$ cat config.mk
export PLATFORM = sky130hd
export DESIGN_NAME = config_loader_flat
export DESIGN_NICKNAME = d
export VERILOG_FILES = /design/src/rtl/config_loader_if.sv /design/src/rtl/config_loader.sv /design/src/flat_wrapper.sv
export SDC_FILE = /design/constraint.sdc
export NUM_CORES = 1
export LEC_CHECK = 0
export ABC_CLOCK_PERIOD_IN_PS = 3600
export CAP_MARGIN = 20
export CORE_ASPECT_RATIO = 0.75
export CORE_MARGIN = 4
export CORE_UTILIZATION = 40
export CTS_BUF_LIST = sky130_fd_sc_hd__clkbuf_8
export DETAILED_ROUTE_END_ITERATION = 8
export PLACE_DENSITY = 0.65
export RECOVER_POWER = 100
export SLEW_MARGIN = 20
export SYNTH_ARGS = -nofsm -noshare
export SYNTH_HDL_FRONTEND = slang
export SYNTH_SLANG_ARGS = --single-unit
$ cat constraint.sdc
create_clock -name clk -period 3.6 [get_ports clk]
set_input_delay 1.08 -clock clk [delete_from_list [all_inputs] [get_ports clk]]
set_output_delay 1.08 -clock clk [all_outputs]
set_load 0.1 [all_outputs]
$ cat src/rtl/config_loader_if.sv
// Configuration stream interface for config_loader.
// Groups the frame control, stream handshake, status pulses and the committed
// configuration vector.
//   master : drives cfg_start / cfg_in_valid / cfg_in_data, observes the rest
//   slave  : the loader side
interface config_loader_if #(
    parameter int unsigned CFG_W = 88,
    parameter int unsigned DW    = 8
) ();
    logic             cfg_start;
    logic             cfg_in_valid;
    logic [DW-1:0]    cfg_in_data;
    logic             cfg_in_ready;
    logic             cfg_busy;
    logic             cfg_done;
    logic             cfg_err;
    logic [CFG_W-1:0] c;

    modport master (
        output cfg_start, cfg_in_valid, cfg_in_data,
        input  cfg_in_ready, cfg_busy, cfg_done, cfg_err, c
    );

    modport slave (
        input  cfg_start, cfg_in_valid, cfg_in_data,
        output cfg_in_ready, cfg_busy, cfg_done, cfg_err, c
    );
endinterface

$ cat src/rtl/config_loader.sv
// config_loader: assembles a framed configuration stream into a staging
// register, verifies an XOR checksum, then commits the whole image to `c`
// in a single edge so the connection block never sees a partial image.
// Ports:
//   clk   : clock, rising edge
//   rst_n : asynchronous active-low reset (c returns to all-open, i.e. 0)
//   bus   : config_loader_if.slave
//           cfg_start    in  : pulse, begins (or restarts) a frame
//           cfg_in_valid in  : stream word valid
//           cfg_in_data  in  : stream word (DW bits), word 0 is the LSB word
//           cfg_in_ready out : word accepted on edge when valid && ready
//           cfg_busy     out : frame in progress
//           cfg_done     out : one-cycle pulse, image committed to c
//           cfg_err      out : one-cycle pulse, checksum mismatch, c unchanged
//           c            out : committed configuration vector (CFG_W bits)
module config_loader #(
    parameter int unsigned CFG_W = 88,
    parameter int unsigned DW    = 8
) (
    input logic            clk,
    input logic            rst_n,
    config_loader_if.slave bus
);

    localparam int unsigned NWORDS = (CFG_W + DW - 1) / DW;
    localparam int unsigned PAD_W  = NWORDS * DW;
    localparam int unsigned CNT_W  = $clog2(NWORDS + 1);
    localparam logic [CNT_W-1:0] LAST_CNT = CNT_W'(NWORDS - 1);

    typedef enum logic [1:0] {StIdle, StLoad, StCheck} state_e;

    state_e           state_q, state_d;
    logic [CNT_W-1:0] cnt_q, cnt_d;
    logic [DW-1:0]    xor_q, xor_d;
    logic [CFG_W-1:0] stage_q, stage_d;
    logic [CFG_W-1:0] c_q, c_d;
    logic             done_q, done_d;
    logic             err_q, err_d;

    logic             accept;
    logic [PAD_W-1:0] stage_pad;
    logic [31:0]      wr_base;

    assign bus.cfg_in_ready = (state_q != StIdle) && !bus.cfg_start;
    assign bus.cfg_busy     = (state_q != StIdle);
    assign bus.cfg_done     = done_q;
    assign bus.cfg_err      = err_q;
    assign bus.c            = c_q;

    always_comb begin
        state_d   = state_q;
        cnt_d     = cnt_q;
        xor_d     = xor_q;
        stage_d   = stage_q;
        c_d       = c_q;
        done_d    = 1'b0;
        err_d     = 1'b0;
        accept    = bus.cfg_in_valid && bus.cfg_in_ready;
        // Staging is widened to a whole number of words so the last word can be
        // written in one slice; bits at or above CFG_W fall off on truncation.
        stage_pad = PAD_W'(stage_q);
        wr_base   = 32'(cnt_q) * DW;

        if (bus.cfg_start) begin
            // Start (or restart) a frame; partial staging is simply overwritten.
            state_d = StLoad;
            cnt_d   = '0;
            xor_d   = '0;
        end else begin
            unique case (state_q)
                StIdle: ;
                StLoad: begin
                    if (accept) begin
                        stage_pad[wr_base +: DW] = bus.cfg_in_data;
                        stage_d = stage_pad[CFG_W-1:0];
                        // Pad bits are still part of the checksum.
                        xor_d   = xor_q ^ bus.cfg_in_data;
                        cnt_d   = cnt_q + 1'b1;
                        if (cnt_q == LAST_CNT) begin
                            state_d = StCheck;
                        end
                    end
                end
                StCheck: begin
                    if (accept) begin
                        state_d = StIdle;
                        if (bus.cfg_in_data == xor_q) begin
                            c_d    = stage_q;
                            done_d = 1'b1;
                        end else begin
                            err_d  = 1'b1;
                        end
                    end
                end
                default: state_d = StIdle;
            endcase
        end
    end

    always_ff @(posedge clk or negedge rst_n) begin
        if (!rst_n) begin
            state_q <= StIdle;
            cnt_q   <= '0;
            xor_q   <= '0;
            stage_q <= '0;
            c_q     <= '0;
            done_q  <= 1'b0;
            err_q   <= 1'b0;
        end else begin
            state_q <= state_d;
            cnt_q   <= cnt_d;
            xor_q   <= xor_d;
            stage_q <= stage_d;
            c_q     <= c_d;
            done_q  <= done_d;
            err_q   <= err_d;
        end
    end

endmodule
$ cat src/flat_wrapper.sv
// flat-port wrapper written by rule: the top's interface ports become plain ports
module config_loader_flat 
#(
    parameter int unsigned CFG_W = 88,
    parameter int unsigned DW    = 8
)
  (clk, rst_n, bus_cfg_start, bus_cfg_in_valid, bus_cfg_in_data, bus_cfg_in_ready, bus_cfg_busy, bus_cfg_done, bus_cfg_err, bus_c);
  config_loader_if #(.CFG_W(CFG_W), .DW(DW)) bus_i ();
  input logic clk;
  input logic rst_n;
  input wire logic [$bits(bus_i.cfg_start)-1:0] bus_cfg_start;
  input wire logic [$bits(bus_i.cfg_in_valid)-1:0] bus_cfg_in_valid;
  input wire logic [$bits(bus_i.cfg_in_data)-1:0] bus_cfg_in_data;
  output wire logic [$bits(bus_i.cfg_in_ready)-1:0] bus_cfg_in_ready;
  output wire logic [$bits(bus_i.cfg_busy)-1:0] bus_cfg_busy;
  output wire logic [$bits(bus_i.cfg_done)-1:0] bus_cfg_done;
  output wire logic [$bits(bus_i.cfg_err)-1:0] bus_cfg_err;
  output wire logic [$bits(bus_i.c)-1:0] bus_c;
  assign bus_i.cfg_start = bus_cfg_start;
  assign bus_i.cfg_in_valid = bus_cfg_in_valid;
  assign bus_i.cfg_in_data = bus_cfg_in_data;
  assign bus_cfg_in_ready = bus_i.cfg_in_ready;
  assign bus_cfg_busy = bus_i.cfg_busy;
  assign bus_cfg_done = bus_i.cfg_done;
  assign bus_cfg_err = bus_i.cfg_err;
  assign bus_c = bus_i.c;
  config_loader #(.CFG_W(CFG_W), .DW(DW)) u_core (.clk(clk), .rst_n(rst_n), .bus(bus_i));
endmodule
==> flow_metrics.env, run 1 <==
export IMPL_ys_types=45
export IMPL_grt_max_degree=96
export IMPL_cts_sinks=192
export IMPL_drive_gt1_frac=0.235
export IMPL_clock_path_buffers=2
export IMPL_root_buffer="clkbuf_8"
export IMPL_endpoint_kind="output pin"
export IMPL_timing_final_crit_share=0.916
export IMPL_gr_total_overflow=0
export IMPL_cap_violations=2
export IMPL_fmax_ghz=0.303
export IMPL_async_reset_ff_frac=1.00
export IMPL_yosysTopAreaCellShare=0.609
export IMPL_hold_worst_slack_ns=0.485
export IMPL_synth_edf_count=0
export IMPL_crit_chain="dlygate4sd3_1, nor2b_1, buf_12"
export IMPL_fin_util=0.467
export IMPL_placed_area_mm2=0.00908
export IMPL_crit_family="buffers and inverters"
export IMPL_instances_no_fill=984
export IMPL_routabilityCongestion=0.799
export IMPL_fill_cells=1854
export IMPL_slowest_stage="dlygate4sd3_1"
export IMPL_fin_tns_setup_ns=0
export IMPL_worstMarginPinSlew_ns=2.04
export IMPL_diodes=0
export IMPL_critPathBufInv=2
export IMPL_wirelength_mm=17.6
export IMPL_drc=0
export IMPL_ys_top_cells_by_area="dfrtp_1, mux2_2, nand2_1, o31ai_1, nor2_1"
export IMPL_design_core_area_mm2=0.0194
export IMPL_clkTransAtPathRegs_ns=0.09
export IMPL_ctsResizeCount=0
export IMPL_grt_pass1_vias=5160
export IMPL_fin_nets=735
export IMPL_grtUsageTotal=0.165
export IMPL_hold_path_class="flip-flop to flip-flop"
export IMPL_crit_fanout=9
export IMPL_fin_crit_ns=3.30
export IMPL_synth_area_mm2=0.00789
export IMPL_worstRegToRegCells=6
export IMPL_ys_flop_type="dfrtp_1"
export IMPL_synth_seq_cells=192
export IMPL_leakage_nw=4.34
export IMPL_fp_row_count=44
export IMPL_avgSynthCellArea_um2=13.1
export IMPL_dpl_worst_slack_ns=0.238
export IMPL_path_class="input port to output pin"
export IMPL_via_per_inst=5.06
export IMPL_synth_top_area_cell="dfrtp_1"
export IMPL_synth_warnings=0
export IMPL_setup_viol=0
export IMPL_ant_nets=0
export IMPL_clk_latency_ns=0.46
export IMPL_io_pins=104
export IMPL_rsz0062_at_grt="false"
export IMPL_power_per_cell_area_mw_per_mm2=442
export IMPL_numCtsBuffers=17
export IMPL_hold_viol=0
export IMPL_drtIter0Drc=344
export IMPL_hold_end="u_core.stage_q[41]"
export IMPL_rr_endpoint="u_core.stage_q[79]"
export IMPL_grt_pass1_wl_mm=28.2
export IMPL_drtPass1Iterations=4
export IMPL_dieHeight_um=130
export IMPL_syn2layout_area_growth_pct=14.7
export IMPL_drt_wirelength_per_cell_um=17.9
export IMPL_grt_antenna_before_repair=0
export IMPL_max_stage_delay_ns=0.67
export IMPL_h_tree_depth=4
export IMPL_worst_ep_arrival_time_ns=2.22
export IMPL_rrSetupSlack_ns=0.88
export IMPL_postCtsHoldBufs=0
export IMPL_synthCells=603
export IMPL_dieArea_mm2=0.0221
export IMPL_io_buffers=103
export IMPL_worstHoldStart="u_core.stage_q[41]"
export IMPL_hold_path_cell_count=2
export IMPL_violations="capacitance limit, slew limit"
export IMPL_synth_common_cells="dfrtp_1, mux2_2, nand2_1"
export IMPL_vias=4983
export IMPL_power_mw=4.00
export IMPL_relSlewSlack=-0.361
export IMPL_r2r_start="u_core.cnt_q[0]"
export IMPL_start_util=0.407
export IMPL_cp_start_kind="input port"
export IMPL_cts_tree="built"
export IMPL_placed_cells=952
export IMPL_status="finished with violations"
export IMPL_post_cts_setup_buffers=0
export IMPL_fin_ws_ns=0.304
export IMPL_dpl_hpwl_mm=12.6
export IMPL_finish_instance_area_mm2=0.00904
export IMPL_die_x_um=170
export IMPL_syn_nets=620
export IMPL_fin_skew_ns=0.00770
export IMPL_required_ns=2.52
export IMPL_report_final_slew_viol_count=134
export IMPL_irDropWorstVdd_v=0.000223
export IMPL_synth_most_common_cell="dfrtp_1"
export IMPL_ys_seq_area_frac=0.609
cells by family (layout without fill, tap and decap cells):
kind of cell,after synthesis,after routing,share of synthesized area
AOI/OAI and AO/OA,47,47,0.0428
xor gates and xnor gates,20,20,0.0246
DFF,192,192,0.609
muxes,136,136,0.193
and+or+nand+nor,156,156,0.0985
adders and majority gates,5,5,0.00793
buffers and inverters,47,175,0.0246
cells in the final DEF, fill, tap and decap left out, types with 3 or more instances in the layout:
| master | instances |
|---|---|
| o21ai_0 | 8 |
| dfrtp_1 | 192 |
| nand3_1 | 10 |
| clkdlybuf4s50_1 | 8 |
| clkinvlp_4 | 4 |
| and3_1 | 6 |
| nand3b_1 | 3 |
| or3_1 | 3 |
| clkinv_2 | 5 |
| clkbuf_1 | 100 |
| buf_4 | 12 |
| nor2_1 | 42 |
| nor3_1 | 3 |
| bufinv_16 | 3 |
| nor2b_1 | 3 |
| inv_1 | 16 |
| ha_1 | 5 |
| clkbuf_8 | 18 |
| mux2_1 | 10 |
| mux2_2 | 116 |
| nand4b_1 | 3 |
| o31ai_1 | 32 |
| xor2_1 | 17 |
| mux2i_1 | 10 |
| nand4_1 | 4 |
| nand2_1 | 67 |
metal layers:
layer  part of all wire  GRT usage  vias up
met2               0.45      0.253      138
met5                  0          0        -
met3              0.055     0.0400       25
li1                   -          -     2323
met1               0.48      0.235     2497
met4              0.016     0.0493        0
registers in the layout, summed over array words and instances, names as in the netlist:
signal / count
u_core.bus.c: 88
u_core.stage_q: 88
u_core.xor_q: 8
u_core.cnt_q: 4
u_core.state_q: 2
u_core.bus.cfg_done: 1
u_core.bus.cfg_err: 1
worst reg2reg max path: stages (launching register included):
cell,delay (ns)
dfrtp_1,0.38
buf_4,0.19
nor3_1,0.30
ha_1,0.45
nand4b_1,0.56
or2_0,0.52
o21ai_0,0.24
how the worst max path moves through the flow:
| stage | startpoint | to | slack (ns) | depth (start not counted) |
|---|---|---|---|---|
| after floorplan | bus_cfg_start | bus_cfg_in_ready | 0.46 | 2 |
| after global placement | bus_cfg_start | u_core.stage_q[55] | 0.31 | 6 |
| after detailed placement | bus_cfg_start | u_core.stage_q[55] | 0.24 | 6 |
| final | bus_cfg_start | bus_cfg_in_ready | 0.30 | 3 |
| after CTS | bus_cfg_start | bus_cfg_in_ready | 0.43 | 3 |
| after global routing | rst_n | u_core.bus.cfg_err | 0.20 | 2 |
layout make-up:
cell class | count | area [um2] | area share
flip-flops and latches | 192 | 4800 | 0.531
well taps | 253 | 317 | 0.0350
inverters | 17 | 63.8 | 0.00705
multi-input cells | 364 | 2840 | 0.314
clock inverters | 14 | 163 | 0.0180
repair buffers | 126 | 607 | 0.0671
clock buffers | 18 | 248 | 0.0274
report_power, final:
part           switching, mW  internal (mW)  total [mW]
combinational          0.211         0.0939       0.305
clock                  0.743          0.702        1.45
sequential            0.0363           2.21        2.25
Note: power is estimated with default switching activity, not from simulation.
==> inputs of run 2 (changes only) <==
--- a/config.mk
+++ b/config.mk
@@ -8,7 +8,6 @@
 export ABC_CLOCK_PERIOD_IN_PS = 3600
 export CAP_MARGIN = 20
 export CORE_ASPECT_RATIO = 0.75
-export CORE_MARGIN = 4
 export CORE_UTILIZATION = 40
 export CTS_BUF_LIST = sky130_fd_sc_hd__clkbuf_8
 export DETAILED_ROUTE_END_ITERATION = 8
==> run 2 against run 1 <==
Net effect: first-iteration DRC count up 7.6%; clock skew up 0.0057 ns; fmax up 2.1%; non-clock buffer count unchanged; core utilization up 0.29 points; critical path depth up 3; register-to-register slack worse by 0.17 ns; cell count unchanged; highest routed layer unchanged; critical path type is now input port to flip-flop; combinational power down 3%; sequential power about the same; design area up 0.35%; the run still ends with capacitance limit, slew limit left.
==> flow_metrics.env, run 2 (synthesis results as in run 1) <==
export IMPL_crit_chain="dlygate4sd3_1, xor2_1, nor4_1, nand4b_4, clkbuf_2, mux2_2"
export IMPL_cap_violations=1
export IMPL_clkTransAtPathRegs_ns=0.09
export IMPL_internal_power_mw=3.04
export IMPL_violations="capacitance limit, slew limit"
export IMPL_max_stage_delay_ns=0.62
export IMPL_worstSetupStartpoint="bus_cfg_in_data[2]"
export IMPL_fp_row_count=44
export IMPL_io_pins=104
export IMPL_wl_met2_mm=7.73
export IMPL_layout_common_cells="dfrtp_1, mux2_2, clkbuf_1"
export IMPL_report_final_slew_viol_count=36
export IMPL_hold_path_class="flip-flop to flip-flop"
export IMPL_switching_power_mw=1.02
export IMPL_r2r_start="u_core.cnt_q[0]"
export IMPL_placed_area_mm2=0.00908
export IMPL_routabilityCongestion=0.790
export IMPL_via_per_inst=5.04
export IMPL_hold_viol=0
export IMPL_drtIter0Drc=370
export IMPL_grtUsageTotal=0.179
export IMPL_syn2layout_area_growth_pct=15.1
export IMPL_drt_met1_wl_mm=8.16
export IMPL_rsz0062_at_grt="false"
export IMPL_pwr_share_comb=0.073
export IMPL_die_x_um=164
export IMPL_numCtsBuffers=17
export IMPL_timing_final_crit_share=0.897
export IMPL_grt_pass1_wl_mm=27.2
export IMPL_dieHeight_um=124
export IMPL_rrSetupSlack_ns=0.71
export IMPL_dieArea_mm2=0.0203
export IMPL_drive_gt1_frac=0.237
export IMPL_grt_pass1_vias=5013
export IMPL_swShare=0.251
export IMPL_relSlewSlack=-0.167
export IMPL_vias=4964
export IMPL_drt_wirelength_per_cell_um=17.4
export IMPL_seq_area_mm2=0.00480
export IMPL_grt_max_degree=96
export IMPL_path_class="input port to flip-flop"
export IMPL_start_util=0.408
export IMPL_gr_total_overflow=0
export IMPL_fmax_ghz=0.310
export IMPL_clock_path_buffers=2
export IMPL_worst_ep_arrival_time_ns=3.56
export IMPL_fin_tns_setup_ns=0
export IMPL_fin_nets=735
export IMPL_status="finished with violations"
export IMPL_irDropWorstVdd_v=0.000336
export IMPL_pwr_share_clk=0.372
export IMPL_wl_met3_mm=1.08
export IMPL_wirelength_mm=17.1
export IMPL_fin_crit_ns=3.23
export IMPL_dpl_hpwl_mm=12.2
export IMPL_setup_viol=0
export IMPL_drtPass1Iterations=4
export IMPL_fin_skew_ns=0.0134
export IMPL_highest_layer="met4"
export IMPL_post_cts_setup_buffers=0
export IMPL_design_core_area_mm2=0.0193
export IMPL_grt_antenna_before_repair=0
export IMPL_clk_latency_ns=0.46
export IMPL_leakage_nw=4.37
export IMPL_multi_input_area_mm2=0.00286
export IMPL_ant_nets=0
export IMPL_slowest_stage="dlygate4sd3_1"
export IMPL_root_buffer="clkbuf_8"
export IMPL_endpoint_kind="flip-flop"
export IMPL_drc=0
export IMPL_power_per_cell_area_mw_per_mm2=447
export IMPL_worstMarginPinSlew_ns=1.75
export IMPL_postCtsHoldBufs=0
export IMPL_h_tree_depth=4
export IMPL_pwr_share_seq=0.555
export IMPL_final_common_cell="dfrtp_1"
export IMPL_diodes=0
export IMPL_required_ns=3.94
export IMPL_cts_sinks=192
export IMPL_cp_start_kind="input port"
export IMPL_finish_instance_area_mm2=0.00908
export IMPL_io_buffers=103
export IMPL_crit_fanout=32
export IMPL_cts_tree="built"
export IMPL_ctsResizeCount=0
export IMPL_worstHoldStart="u_core.stage_q[60]"
export IMPL_fill_cells=1814
[run 2: stage by stage]
step | worst slack [ns] | utilization | hold slack [ns] | std cells | power (mW)
floorplan | 0.463 | - | 0.443 | 603 | 2.47
finish | 0.371 | 0.470 | 0.481 | 984 | 4.06
global placement | 0.311 | 0.470 | 0.459 | 952 | 2.60
CTS | 0.563 | 0.492 | 0.403 | 984 | 4.12
detailed placement | 0.296 | 0.470 | 0.466 | 952 | 2.61
global route | 0.277 | 0.470 | 0.508 | 984 | 4.24
[run 2: final cells by class]
type | count | area share
repair buffers | 126 | 0.0660
well taps | 253 | 0.0349
multi-input cells | 364 | 0.315
clock inverters | 13 | 0.0192
flip-flops and latches | 192 | 0.529
clock buffers | 19 | 0.0288
inverters | 17 | 0.00703
[run 2: worst max-delay path, delay by kind of cell]
family,cells,cell delay (ns)
and+or+nand+nor,2,0.69
buffers and inverters,2,1.12
xor gates and xnor gates,1,0.19
muxes,1,0.46
[run 2: worst paths after layout]
path | end | cells after the start
max | u_core.bus.c[63] | 6
min | u_core.stage_q[60] | 2
max reg2reg | u_core.stage_q[22] | 6
min reg2reg | u_core.stage_q[60] | 2
max in group asynchronous | u_core.bus.c[11] | 2
min in group asynchronous | u_core.stage_q[45] | 1
[run 2: metal layers]
metal  track usage  vias up
met5             0        -
met4        0.0382        0
met3        0.0480        9
met2         0.267      129
met1         0.263     2504
li1              -     2322
[run 2: power by group through the flow]
stage               clock network [mW]  registers, mW  logic [mW]
floorplan                            0           2.28       0.187
global placement                     0           2.29       0.307
detailed placement                   0           2.30       0.313
CTS                               1.55           2.25       0.314
global route                      1.64           2.26       0.335
finish                            1.51           2.25       0.296
==> inputs of run 3 (changes only) <==
--- a/config.mk
+++ b/config.mk
@@ -11,7 +11,7 @@
 export CORE_UTILIZATION = 40
 export CTS_BUF_LIST = sky130_fd_sc_hd__clkbuf_8
 export DETAILED_ROUTE_END_ITERATION = 8
-export PLACE_DENSITY = 0.65
+export HOLD_SLACK_MARGIN = 0.05
 export RECOVER_POWER = 100
 export SLEW_MARGIN = 20
 export SYNTH_ARGS = -nofsm -noshare
==> run 3 against run 2 <==
Net effect: critical path depth did not move; critical endpoint is now u_core.stage_q[32]; critical path type unchanged; wire length rose by 1.8%; global-route usage rose by 0.33 points; clock skew fell by 0.0015 ns; highest routed layer unchanged; core utilization rose by 0.25 points; count of clock-buffer cells in the layout fell by 1; combinational power rose by 4%; the flow still finishes with violations (capacitance limit, slew limit).
==> flow_metrics.env, run 3 (synthesis results as in run 1) <==
export IMPL_status="finished with violations"
export IMPL_violations="capacitance limit, slew limit"
export IMPL_path_class="input port to flip-flop"
export IMPL_drive_gt1_frac=0.237
export IMPL_report_final_slew_viol_count=95
export IMPL_die_x_um=164
export IMPL_worst_ep_arrival_time_ns=3.51
export IMPL_ctsResizeCount=0
export IMPL_numCtsBuffers=17
export IMPL_final_common_cell="dfrtp_1"
export IMPL_post_cts_setup_buffers=0
export IMPL_vias=4978
export IMPL_relSlewSlack=-0.599
export IMPL_timing_final_crit_share=0.879
export IMPL_crit_fanout=8
export IMPL_drtIter0Drc=381
export IMPL_clk_latency_ns=0.46
export IMPL_power_per_cell_area_mw_per_mm2=447
export IMPL_irDropWorstVdd_v=0.000230
export IMPL_drtPass1Iterations=5
export IMPL_slowest_stage="dlygate4sd3_1"
export IMPL_max_stage_delay_ns=0.61
export IMPL_gr_total_overflow=0
export IMPL_grt_max_degree=97
export IMPL_root_buffer="clkbuf_8"
export IMPL_fin_skew_ns=0.0119
export IMPL_wirelength_mm=17.4
export IMPL_fin_util=0.472
export IMPL_io_buffers=103
export IMPL_dieArea_mm2=0.0203
export IMPL_fmax_ghz=0.316
export IMPL_diodes=0
export IMPL_crit_chain="dlygate4sd3_1, nor4bb_1, clkbuf_1, inv_1, or3_1, mux2_2"
export IMPL_multi_input_area_mm2=0.00286
export IMPL_start_util=0.408
export IMPL_clkTransAtPathRegs_ns=0.10
export IMPL_dieHeight_um=124
export IMPL_grt_pass1_vias=4923
export IMPL_fin_tns_setup_ns=0
export IMPL_rsz0062_at_grt="false"
export IMPL_routabilityCongestion=0.823
export IMPL_fill_cells=1777
export IMPL_fin_crit_ns=3.16
export IMPL_drt_wirelength_per_cell_um=17.7
export IMPL_cts_sinks=192
export IMPL_setup_viol=0
export IMPL_design_core_area_mm2=0.0193
export IMPL_endpoint_kind="flip-flop"
export IMPL_layout_common_cells="dfrtp_1, mux2_2, clkbuf_1"
export IMPL_h_tree_depth=4
export IMPL_hold_path_class="flip-flop to flip-flop"
export IMPL_syn2layout_area_growth_pct=15.7
export IMPL_fin_nets=735
export IMPL_ant_nets=0
export IMPL_seq_area_mm2=0.00480
export IMPL_fp_row_count=44
export IMPL_dpl_hpwl_mm=12.1
export IMPL_grt_pass1_wl_mm=27.6
export IMPL_worstMarginPinSlew_ns=2.40
export IMPL_rrSetupSlack_ns=0.73
export IMPL_clock_path_buffers=2
export IMPL_cap_violations=1
export IMPL_grtUsageTotal=0.183
export IMPL_grt_antenna_before_repair=0
export IMPL_leakage_nw=4.42
export IMPL_postCtsHoldBufs=0
export IMPL_drc=0
export IMPL_via_per_inst=5.06
export IMPL_required_ns=3.94
export IMPL_hold_viol=0
export IMPL_io_pins=104
export IMPL_cp_start_kind="input port"
export IMPL_cts_tree="built"
## run 3: changes by cell type in the layout (fill, tap and decap cells not counted), moves of 2 or more
cell / previous run / this run
nor3_2: 3 / 1
buf_12: 1 / 4
clkinv_2: 0 / 3
inv_6: 4 / 2
## run 3: area by class of cell
cell class,instances,area share
sequential,192,0.527
inverter,17,0.00699
tap,253,0.0347
clock inverter,13,0.0203
timing repair buffer,126,0.0705
multi-input combinational,364,0.314
clock buffer,18,0.0271
## run 3: metal layers
metal	track usage	vias to the layer above	wire length, um
li1	-	2317	-
met1	0.273	2538	8840
met2	0.265	105	7520
met3	0.0396	18	837
met4	0.0567	0	211
met5	0	-	0
## run 3: stage by stage
step | total power [mW] | setup WS, ns | std cells | hold WS [ns] | area [um2]
floorplan | 2.47 | 0.463 | 603 | 0.443 | 7890
finish | 4.08 | 0.436 | 983 | 0.482 | 9130
CTS | 4.14 | 0.566 | 983 | 0.487 | 9540
detailed placement | 2.62 | 0.275 | 952 | 0.464 | 9100
global placement | 2.60 | 0.383 | 952 | 0.460 | 9100
global route | 4.25 | 0.320 | 983 | 0.503 | 9130
## run 3: final timing paths
check / from / endpoint / cells after the start
min reg2reg: u_core.stage_q[59] / u_core.stage_q[59] / 2
max: bus_cfg_in_valid / u_core.stage_q[32] / 6
max in group asynchronous: rst_n / u_core.stage_q[67] / 1
min in group asynchronous: rst_n / u_core.bus.c[44] / 1
min: u_core.stage_q[59] / u_core.stage_q[59] / 2
max reg2reg: u_core.cnt_q[0] / u_core.stage_q[87] / 7
## run 3: where the power goes
group / switching [mW] / total (mW) / internal (mW) / leakage, nW
registers: 0.0400 / 2.25 / 2.21 / 2.65
logic: 0.212 / 0.307 / 0.0955 / 1.55
clock network: 0.747 / 1.52 / 0.774 / 0.215
total: 0.998 / 4.08 / 3.08 / 4.42
## run 3: worst max-delay path, delay by kind of cell
kind	cells	cell delay (ns)
buffers and inverters	3	1.17
muxes	1	0.34
and+or+nand+nor	2	0.92
